===== src/rtl/fp_mul_pkg.sv =====
// Shared constants, flag bundle and FSM state encoding for the shared FP multiplier.
// Imported by the combinational core and by the arbiter top level.
package fp_mul_pkg;

  localparam logic [7:0]  FP_EXP_MAX = 8'd255;
  localparam logic [9:0]  FP_BIAS    = 10'd127;
  localparam logic [31:0] FP_INF     = 32'h7F800000;

  typedef struct packed {
    logic inf;
    logic nan;
    logic zero;
    logic overflow;
    logic underflow;
  } fp_flags_t;

  typedef logic [1:0] fp_state_t;

  localparam fp_state_t ST_IDLE = 2'd0;
  localparam fp_state_t ST_EXEC = 2'd1;
  localparam fp_state_t ST_RESP = 2'd2;

endpackage


===== src/rtl/fp_mul_core.sv =====
// Combinational single-precision multiply with truncation and a fixed special-case priority.
// Special-case encodings are always positive; exactly one flag (or none) is raised.
module fp_mul_core
  import fp_mul_pkg::*;
(
  input  logic [31:0] x,
  input  logic [31:0] y,
  output logic [31:0] result,
  output logic        inf,
  output logic        nan,
  output logic        zero,
  output logic        overflow,
  output logic        underflow
);

  logic [47:0]       prod_s;
  logic              norm_s;
  logic signed [9:0] exp_s;
  logic [22:0]       mant_s;
  logic              x_max_s;
  logic              y_max_s;

  assign prod_s  = {24'd0, 1'b1, x[22:0]} * {24'd0, 1'b1, y[22:0]};
  assign norm_s  = prod_s[47];
  assign mant_s  = norm_s ? prod_s[46:24] : prod_s[45:23];
  // Exponent kept 10 bits signed so both underflow (<=0) and overflow (>=255) are visible.
  assign exp_s   = $signed({2'b00, x[30:23]} + {2'b00, y[30:23]} - FP_BIAS + {9'd0, norm_s});
  assign x_max_s = (x[30:23] == FP_EXP_MAX);
  assign y_max_s = (y[30:23] == FP_EXP_MAX);

  // Special-case priority chain: zero, nan, inf, underflow, overflow, normal.
  always_comb begin
    result    = 32'h00000000;
    inf       = 1'b0;
    nan       = 1'b0;
    zero      = 1'b0;
    overflow  = 1'b0;
    underflow = 1'b0;
    if ((x[30:0] == 31'd0) || (y[30:0] == 31'd0)) begin
      zero = 1'b1;
    end else if ((x_max_s && (x[22:0] != 23'd0)) || (y_max_s && (y[22:0] != 23'd0))) begin
      result = FP_INF;
      nan    = 1'b1;
    end else if (x_max_s || y_max_s) begin
      result = FP_INF;
      inf    = 1'b1;
    end else if (exp_s <= 10'sd0) begin
      underflow = 1'b1;
    end else if (exp_s >= $signed({2'b00, FP_EXP_MAX})) begin
      result   = FP_INF;
      overflow = 1'b1;
    end else begin
      result = {x[31] ^ y[31], exp_s[7:0], mant_s};
    end
  end

endmodule


===== src/rtl/fp_mul_arbiter.sv =====
// Round-robin front end that time-shares one fp_mul_core between NUM_REQ requesters.
// One operation in flight: grant in IDLE, compute in EXEC, hold the response in RESP.
module fp_mul_arbiter
  import fp_mul_pkg::*;
#(
  parameter int NUM_REQ = 2,
  parameter int ID_W    = 1
) (
  input  logic                    clk,
  input  logic                    reset,
  input  logic [NUM_REQ-1:0]      req_valid,
  input  logic [32*NUM_REQ-1:0]   req_x,
  input  logic [32*NUM_REQ-1:0]   req_y,
  output logic [NUM_REQ-1:0]      req_ready,
  output logic                    resp_valid,
  input  logic                    resp_ready,
  output logic [ID_W-1:0]         resp_id,
  output logic [31:0]             result,
  output logic                    inf,
  output logic                    nan,
  output logic                    zero,
  output logic                    overflow,
  output logic                    underflow
);

  fp_state_t         state_r;
  logic [ID_W-1:0]   ptr_r;
  logic [ID_W-1:0]   id_r;
  logic [31:0]       x_r;
  logic [31:0]       y_r;
  fp_flags_t         flags_r;

  logic              hi_found_s;
  logic              lo_found_s;
  logic [ID_W-1:0]   hi_id_s;
  logic [ID_W-1:0]   lo_id_s;
  logic              grant_any_s;
  logic [ID_W-1:0]   grant_id_s;
  logic [ID_W-1:0]   ptr_next_s;
  logic [NUM_REQ-1:0] grant_s;
  logic [31:0]       sel_x_s;
  logic [31:0]       sel_y_s;
  logic [31:0]       core_result_s;
  fp_flags_t         core_flags_s;

  // Round-robin search: first valid at or above the pointer, else the lowest valid overall.
  always_comb begin
    hi_found_s = 1'b0;
    lo_found_s = 1'b0;
    hi_id_s    = '0;
    lo_id_s    = '0;
    for (int i = 0; i < NUM_REQ; i++) begin
      if (req_valid[i] && !hi_found_s && (i >= int'(ptr_r))) begin
        hi_found_s = 1'b1;
        hi_id_s    = ID_W'(i);
      end else begin
        hi_found_s = hi_found_s;
      end
      if (req_valid[i] && !lo_found_s) begin
        lo_found_s = 1'b1;
        lo_id_s    = ID_W'(i);
      end else begin
        lo_found_s = lo_found_s;
      end
    end
    grant_any_s = hi_found_s | lo_found_s;
    grant_id_s  = hi_found_s ? hi_id_s : lo_id_s;
  end

  // One-hot grant vector and operand mux for the winning requester.
  always_comb begin
    grant_s = '0;
    sel_x_s = 32'h00000000;
    sel_y_s = 32'h00000000;
    for (int i = 0; i < NUM_REQ; i++) begin
      if (grant_any_s && (grant_id_s == ID_W'(i))) begin
        grant_s[i] = 1'b1;
        sel_x_s    = req_x[32*i +: 32];
        sel_y_s    = req_y[32*i +: 32];
      end else begin
        grant_s[i] = 1'b0;
      end
    end
  end

  assign ptr_next_s = (grant_id_s == ID_W'(NUM_REQ - 1)) ? '0 : grant_id_s + ID_W'(1);
  assign req_ready  = ((state_r == ST_IDLE) && !reset) ? grant_s : '0;

  fp_mul_core u_core (
    .x         (x_r),
    .y         (y_r),
    .result    (core_result_s),
    .inf       (core_flags_s.inf),
    .nan       (core_flags_s.nan),
    .zero      (core_flags_s.zero),
    .overflow  (core_flags_s.overflow),
    .underflow (core_flags_s.underflow)
  );

  // Arbiter FSM, operand capture and registered response.
  always_ff @(posedge clk) begin
    if (reset) begin
      state_r    <= ST_IDLE;
      ptr_r      <= '0;
      id_r       <= '0;
      x_r        <= 32'h00000000;
      y_r        <= 32'h00000000;
      resp_valid <= 1'b0;
      resp_id    <= '0;
      result     <= 32'h00000000;
      flags_r    <= '0;
    end else begin
      case (state_r)
        ST_IDLE: begin
          if (grant_any_s) begin
            x_r     <= sel_x_s;
            y_r     <= sel_y_s;
            id_r    <= grant_id_s;
            ptr_r   <= ptr_next_s;
            state_r <= ST_EXEC;
          end else begin
            state_r <= ST_IDLE;
          end
        end
        ST_EXEC: begin
          result     <= core_result_s;
          flags_r    <= core_flags_s;
          resp_id    <= id_r;
          resp_valid <= 1'b1;
          state_r    <= ST_RESP;
        end
        ST_RESP: begin
          if (resp_ready) begin
            resp_valid <= 1'b0;
            state_r    <= ST_IDLE;
          end else begin
            state_r    <= ST_RESP;
          end
        end
        default: begin
          resp_valid <= 1'b0;
          state_r    <= ST_IDLE;
        end
      endcase
    end
  end

  assign inf       = flags_r.inf;
  assign nan       = flags_r.nan;
  assign zero      = flags_r.zero;
  assign overflow  = flags_r.overflow;
  assign underflow = flags_r.underflow;

endmodule


===== config.mk =====
export PLATFORM = sky130hd
export DESIGN_NAME = fp_mul_arbiter
export DESIGN_NICKNAME = d
export VERILOG_FILES = /design/src/rtl/fp_mul_pkg.sv /design/src/rtl/fp_mul_core.sv /design/src/rtl/fp_mul_arbiter.sv
export SDC_FILE = /design/constraint.sdc
export NUM_CORES = 2
export LEC_CHECK = 0
export ABC_AREA = 1
export ABC_CLOCK_PERIOD_IN_PS = 8900
export CAP_MARGIN = 20
export CELL_PAD_IN_SITES_DETAIL_PLACEMENT = 1
export CELL_PAD_IN_SITES_GLOBAL_PLACEMENT = 1
export CORE_MARGIN = 2
export CORE_UTILIZATION = 38
export DETAILED_ROUTE_END_ITERATION = 12
export HOLD_SLACK_MARGIN = 0.08
export PLACE_DENSITY_LB_ADDON = 0.15
export SYNTH_ARGS = -nofsm -noshare
export SYNTH_HDL_FRONTEND = slang
export SYNTH_SLANG_ARGS = --single-unit

===== constraint.sdc =====
create_clock -name clk -period 8.9 [get_ports clk]
set_clock_uncertainty 0.05 [all_clocks]
set_input_delay 0.89 -clock clk [delete_from_list [all_inputs] [get_ports clk]]
set_output_delay 0.89 -clock clk [all_outputs]
set_load 0.05 [all_outputs]

Word-level counts from Yosys, hierarchy flattened:

Cells that the tools add are included.

* output and inout port bits: 41
* logic and storage cells: 92
* register bits: 107
* input port bits: 133

* reduce and logical (&&, ||, !) cells: 21
* $mul: 1
* order comparisons: 3
* mux-type cells: 41
* bitwise gates (word level): 4
* add/subtract/negate cells: 4
* equal/unequal tests: 5

Operators by type and width (number)
* $mux W32: 9
* $logic_not A31 Y1: 2
* $mul A24 B24 Y48: 1
* $reduce_bool A23 Y1: 2
* $mux W1: 27
* $mux W23: 1
* $eq A8 B8 Y1 const B: 2
* $add A10 B1 Y10: 1
* $ge A10 B9 Y1 const B: 1
* $le A10 B1 Y1 const B: 1
* $sub A10 B7 Y10 const B: 1
* $add A8 B8 Y9: 1
* $logic_and A1 B1 Y1: 8
* $pmux W2 S3: 1
* $mux W2: 2
* $reduce_and A2 Y1: 2
* $logic_not A1 Y1: 3
* $logic_or A1 B1 Y1: 3
* $pmux W1 S3: 1
* $eq A2 B1 Y1 const B: 1
* $eq A2 B2 Y1 const B: 1
* $logic_not A2 Y1: 1
* $ne A2 B2 Y1 const B: 1
* $not A1 Y1: 2
* 4 further kinds: 4

Longest topological paths before layout:

* depth in word-level cells: 11
* mapped depth: 46
* mapped depth without buffers: 43

Cells and area by module:

From an unflattened synthesis, not the netlist that was laid out.

* cells, all modules: 3591
* area, all modules: 25503.2 um^2

By module, submodules not included
* fp_mul_core: times used 1, area each 20968.9 um^2, cells an instance 2902, seq. area each 0.0 um^2
* fp_mul_arbiter: times used 1, area each 4534.3 um^2, cells an instance 689, seq. area each 2142.1 um^2

Least setup slack after synthesis:

OpenSTA, ideal clock, no wires.

* path type: flip-flop to flip-flop
* start: register x_r[13]
* end: register result[15]
* path buffers: 4
* cell stages (with the launch flop): 45
* arrival: 7658 ps
* required time: 8779 ps
* clock period less this slack: 7779 ps
* setup slack: 1121 ps
* setup time: 71 ps
* path through: dfxtp_1 > clkbuf_1 > clkbuf_1 > nand2_1 > fa_1 > inv_1 > fa_1 > inv_1 > fa_1 > inv_1 > fa_1 > inv_1 > fa_1 > inv_1 > fa_1 > inv_1 > fa_1 > inv_1 > [9 not listed] > nand2_1 > buf_4 > ha_1 > inv_1 > ha_1 > inv_1 > nor2_2 > nand3_2 > nor2_4 > nand3_2 > nand3_1 > nand2_2 > inv_2 > nand4_4 > nor2_8 > buf_8 > nand2_2 > a21oi_2

* word-level cells in the longest chain between the ends: 8
* elaborated cells between the ends (all ways): 15
* classes of those cells: 1 x add/sub; 1 x mul; 2 x order compare; 6 x mux; 5 x reduce/logical

Ends and longest elaborated chain
* start: declaration: RTL line fp_mul_arbiter.sv:29 `logic [31:0] x_r;`
* start signal: assignment: RTL line fp_mul_arbiter.sv:116 `x_r <= sel_x_s;`
* $mul A24 B24 Y48: RTL line fp_mul_core.sv:23 `assign prod_s = {24'd0, 1'b1, x[22:0]} * {24'd0, 1'b1, y[22:0]};`
* $add A10 B1 Y10: RTL line fp_mul_core.sv:27 `assign exp_s = $signed({2'b00, x[30:23]} + {2'b00, y[30:23]} - FP_BIAS + {9'd0, norm_s});`
* $ge A10 B9 Y1: RTL line fp_mul_core.sv:49 `end else if (exp_s >= $signed({2'b00, FP_EXP_MAX})) begin`
* $mux W32: RTL line fp_mul_core.sv:49
* $mux W32: RTL line fp_mul_core.sv:47 `end else if (exp_s <= 10'sd0) begin`
* $mux W32: RTL line fp_mul_core.sv:44 `end else if (x_max_s || y_max_s) begin`
* $mux W32: RTL line fp_mul_core.sv:41 `end else if ((x_max_s && (x[22:0] != 23'd0)) || (y_max_s && (y[22:0] != 23'd0))) begin`
* $mux W32 *: RTL line fp_mul_core.sv:39 `if ((x[30:0] == 31'd0) || (y[30:0] == 31'd0)) begin`
* end signal: assignment: RTL line fp_mul_arbiter.sv:126 `result <= core_result_s;`
* end: declaration: RTL line fp_mul_arbiter.sv:18 `output logic [31:0] result,`

Every way passes the cells marked *; elsewhere a longest branch is shown, timed or not.
A chain may end at the register's enable or synchronous reset.

Final worst setup path:

* start: register y_r[1]
* end: register result[0]

* word-level cells in the longest chain between the ends: 8
* elaborated cells between the ends (all ways): 15
* classes of those cells: 1 x add/sub; 1 x mul; 2 x order compare; 6 x mux; 5 x reduce/logical

Ends and longest elaborated chain
* start: declaration: RTL line fp_mul_arbiter.sv:30 `logic [31:0] y_r;`
* start signal: assignment: RTL line fp_mul_arbiter.sv:117 `y_r <= sel_y_s;`
* $mul A24 B24 Y48: RTL line fp_mul_core.sv:23
* $add A10 B1 Y10: RTL line fp_mul_core.sv:27
* $ge A10 B9 Y1: RTL line fp_mul_core.sv:49
* $mux W32: RTL line fp_mul_core.sv:49
* $mux W32: RTL line fp_mul_core.sv:47
* $mux W32: RTL line fp_mul_core.sv:44
* $mux W32: RTL line fp_mul_core.sv:41
* $mux W32 *: RTL line fp_mul_core.sv:39

Marked as above.

==> run_results.csv <==
group,metric,value,unit
pwr,p_int,2260,uW
timing,drv_slew,0,
timing,timing.final.crit_share,94.5,%
die,start_util,38.2,%
worst_hold_path,min_from,"result[22]$_SDFFE_PP0P_",
pwr,power.share.clock,8.6,%
logic_synthesis,postSynthAreaPerCell,7.26,sq um
clocking,clockBufferDepth,2,
global_route,grt_max_degree,73,
detailed_routing,drt-met1-wl,36900,um
timing,slew_headroom,31.6,%
clocking,clock-sinks,107,
pwr,power_frac_comb,79.8,%
worst_hold_path,hold_path_class,"flip-flop to flip-flop",
die,die_height,263,um
detailed_routing,drtIter0Drc,872,
clocking,cts_tree,"built",
setup_path,worstPathRequired,9.16,ns
timing,finalSetupViolations,0,
die,die_x,263,um
clocking,htreeDepth,3,
clocking,cts_made_buffers,9,
clocking,holdBufCountCts,0,
detailed_routing,drc,0,
timing,setup_tns,0,ns
clocking,path_clk_slew,0.11,ns
detailed_routing,first_pass_iters,5,
setup_path,worst_ep_arrival_time,8.67,ns
run,timing.max_cap.violations,0,
setup_path,max_stage_delay,0.63,ns
place,portBuffers,173,
logic_synthesis,synth.most_common_cell,"inv_1",
detailed_routing,via_per_inst,4.89,
place,dp_hpwl,74000,um
global_route,grt_pass1_vias,24800,
setup_path,crit_path_end_kind,"flip-flop",
global_route,grt_use_total,25.6,%
die,core-area,66800,sq um
logic_synthesis,ys_seq_area_share,8.39,%
timing,hold_viol_final,0,
logic_synthesis,synth_area_leaders,"fa_1 38%, inv_1 14%, nand2_1 14%",
detailed_routing,detail-route-antenna-nets,0,
detailed_routing,dr_wl_met3,2230,um
clocking,clock-root-buffer,"clkbuf_16",
timing,max_freq,0.119,GHz
timing,tightest_slew,1.02,ns
logic_synthesis,synthDistinctLibCells,44,
detailed_routing,dr_wl_met2,44700,um
die,rows,95,
clocking,clk_latency,0.42,ns
detailed_routing,wl_per_cell,19.2,um
logic_synthesis,yosys-top-cells-count,"980 x inv_1, 971 x nand2_1, 482 x fa_1, 179 x ha_1, 169 x clkbuf_1",
finish,drive_gt1_share,5.26,%
logic_synthesis,synth_warnings,0,
timing,rsz0062_at_grt,"no",
finish,finalInstanceArea,28700,sq um
finish,antenna_cells,0,
setup_path,crit_fanout,13,
global_route,antenna_found_initial,2,
detailed_routing,routed.top_layer,"met5",
logic_synthesis,syn_inst,3518,
logic_synthesis,synth_edf_count,0,
pwr,p_leak,0.0160,uW
setup_path,critPathLaunchType,"flip-flop",
pwr,peakVddDrop,0.000219,V
place,place_area,28200,sq um
setup_path,critical_path_class,"flip-flop to flip-flop",
logic_synthesis,synth-main-ff-cell,"dfxtp_1",
die,ioPinCount,174,
logic_synthesis,synth_area,25500,sq um
finish,syn_to_final_growth,12.3,%
global_route,grt_remaining_overflow,0,
setup_path,crit_family,"adder cells",
setup_path,worst-path-buf-inv,8,
detailed_routing,drt_wl_total,86000,um
logic_synthesis,post-synth-top-area-fraction,37.8,%
place,place.gp.congestion,0.878,
die,dieArea,69300,sq um
pwr,p_per_area,197,nW/um^2
setup_path,startpoint,"y_r[1]$_SDFFE_PP0P_",
run_status,status,"finished, final reports clean",
logic_synthesis,synth_seq_cells,107,
global_route,grt_first_pass_wirelength,139000,um
logic_synthesis,synth_top_cell_by_area,"fa_1",
detailed_routing,vias,21900,
logic_synthesis,synth_nets,4312,
logic_synthesis,async_flop_share,0,%
timing,hold_ws,0.426,ns
finish,final_nets,4399,
pwr,p_seq_share,11.6,%
pwr,sw_frac_of_total,60.0,%
pwr,p_switching,3390,uW
setup_path,slowest_stage,"dfxtp_2",
timing,period_needed,8.41,ns
setup_path,reg2reg_from,"y_r[1]$_SDFFE_PP0P_",
-- path summary, 6_finish.rpt --
kind,to,slack (ns),depth (start not counted)
min reg2reg,result[22]$_SDFFE_PP0P_,0.43,2
max reg2reg,result[0]$_SDFFE_PP0P_,0.49,37
min,result[22]$_SDFFE_PP0P_,0.43,2
max,result[0]$_SDFFE_PP0P_,0.49,37
-- sequential cells by signal, summed over array words and instances, names as in the netlist, 2 cells and up --
| name | cells |
|---|---|
| x_r | 32 |
| y_r | 32 |
| state_r | 2 |
| result | 32 |
-- area by class of cell --
cell class | count | area, sq um
clock inverter | 6 | 72.6
timing repair buffer | 256 | 2390
fill | 8392 | 38100
inverter | 985 | 3700
clock buffer | 10 | 239
tap | 873 | 1090
sequential | 107 | 2170
multi-input combinational | 2246 | 19000
-- cell usage in the layout, fill, tap and decap left out, drive strengths merged, types with 17 or more instances in the layout --
cell / n
nand2: 997
inv: 984
fa: 482
ha: 179
clkdlybuf4s50: 172
nor2: 132
nand3: 116
dfxtp: 107
a21oi: 106
buf: 84
o21ai: 73
o211ai: 49
nand4: 24
a22oi: 17
-- worst register-to-register path, delay by kind of cell (launching register included) --
family | cells | cell delay (ns)
AOI/OAI and AO/OA | 4 | 0.76
and+or+nand+nor | 15 | 1.97
DFF | 1 | 0.63
buffers and inverters | 8 | 0.47
adders and majority gates | 10 | 4.41
-- per-layer routing --
layer,track usage (%),up-vias
li1,-,10300
met1,32.1,11200
met2,47.1,299
met3,2.08,66
met4,6.90,2
met5,0,-
-- timing repair --
action / in CTS / in global routing
resized for setup: 0 / 24
endpoints found under the setup margin: 0 / 32
buffers inserted: 0 / 1
-- power groups by stage --
| stage | Sequential (uW) | Combinational, uW | Clock, uW |
|---|---|---|---|
| 3_5_place_dp | 660 | 4520 | 0 |
| 2_1_floorplan | 621 | 2840 | 0 |
| 5_1_grt | 664 | 5060 | 515 |
| 4_1_cts | 650 | 4570 | 506 |
| 3_3_place_gp | 658 | 4470 | 0 |
| 6_report | 654 | 4520 | 489 |
-- kinds of logic (layout without fill, tap and decap cells) --
family,Yosys count,in the layout,share of synthesized area [%]
AND/OR/NAND/NOR,1301,1302,20.8
flip-flops,107,107,8.39
adder cells (fa/ha/maj),661,661,46.6
AO/OA/AOI/OAI,267,267,6.40
buffers and inverters,1166,1257,17.3
XOR/XNOR,16,16,0.549
-- metrics by stage --
| stage | total power [uW] | utilization, % | instances | setup slack (ns) |
|---|---|---|---|---|
| after floorplan | 3460 | - | 3518 | 1.12 |
| after global placement | 5120 | 42.3 | 4463 | 0.402 |
| after detailed placement | 5180 | 42.3 | 4463 | 0.143 |
| after CTS | 5730 | 42.7 | 4479 | 0.0656 |
| after global routing | 6240 | 42.9 | 4483 | 0.0196 |
| final | 5660 | 42.9 | 4483 | 0.493 |
Power figures use the tool's default switching activity.
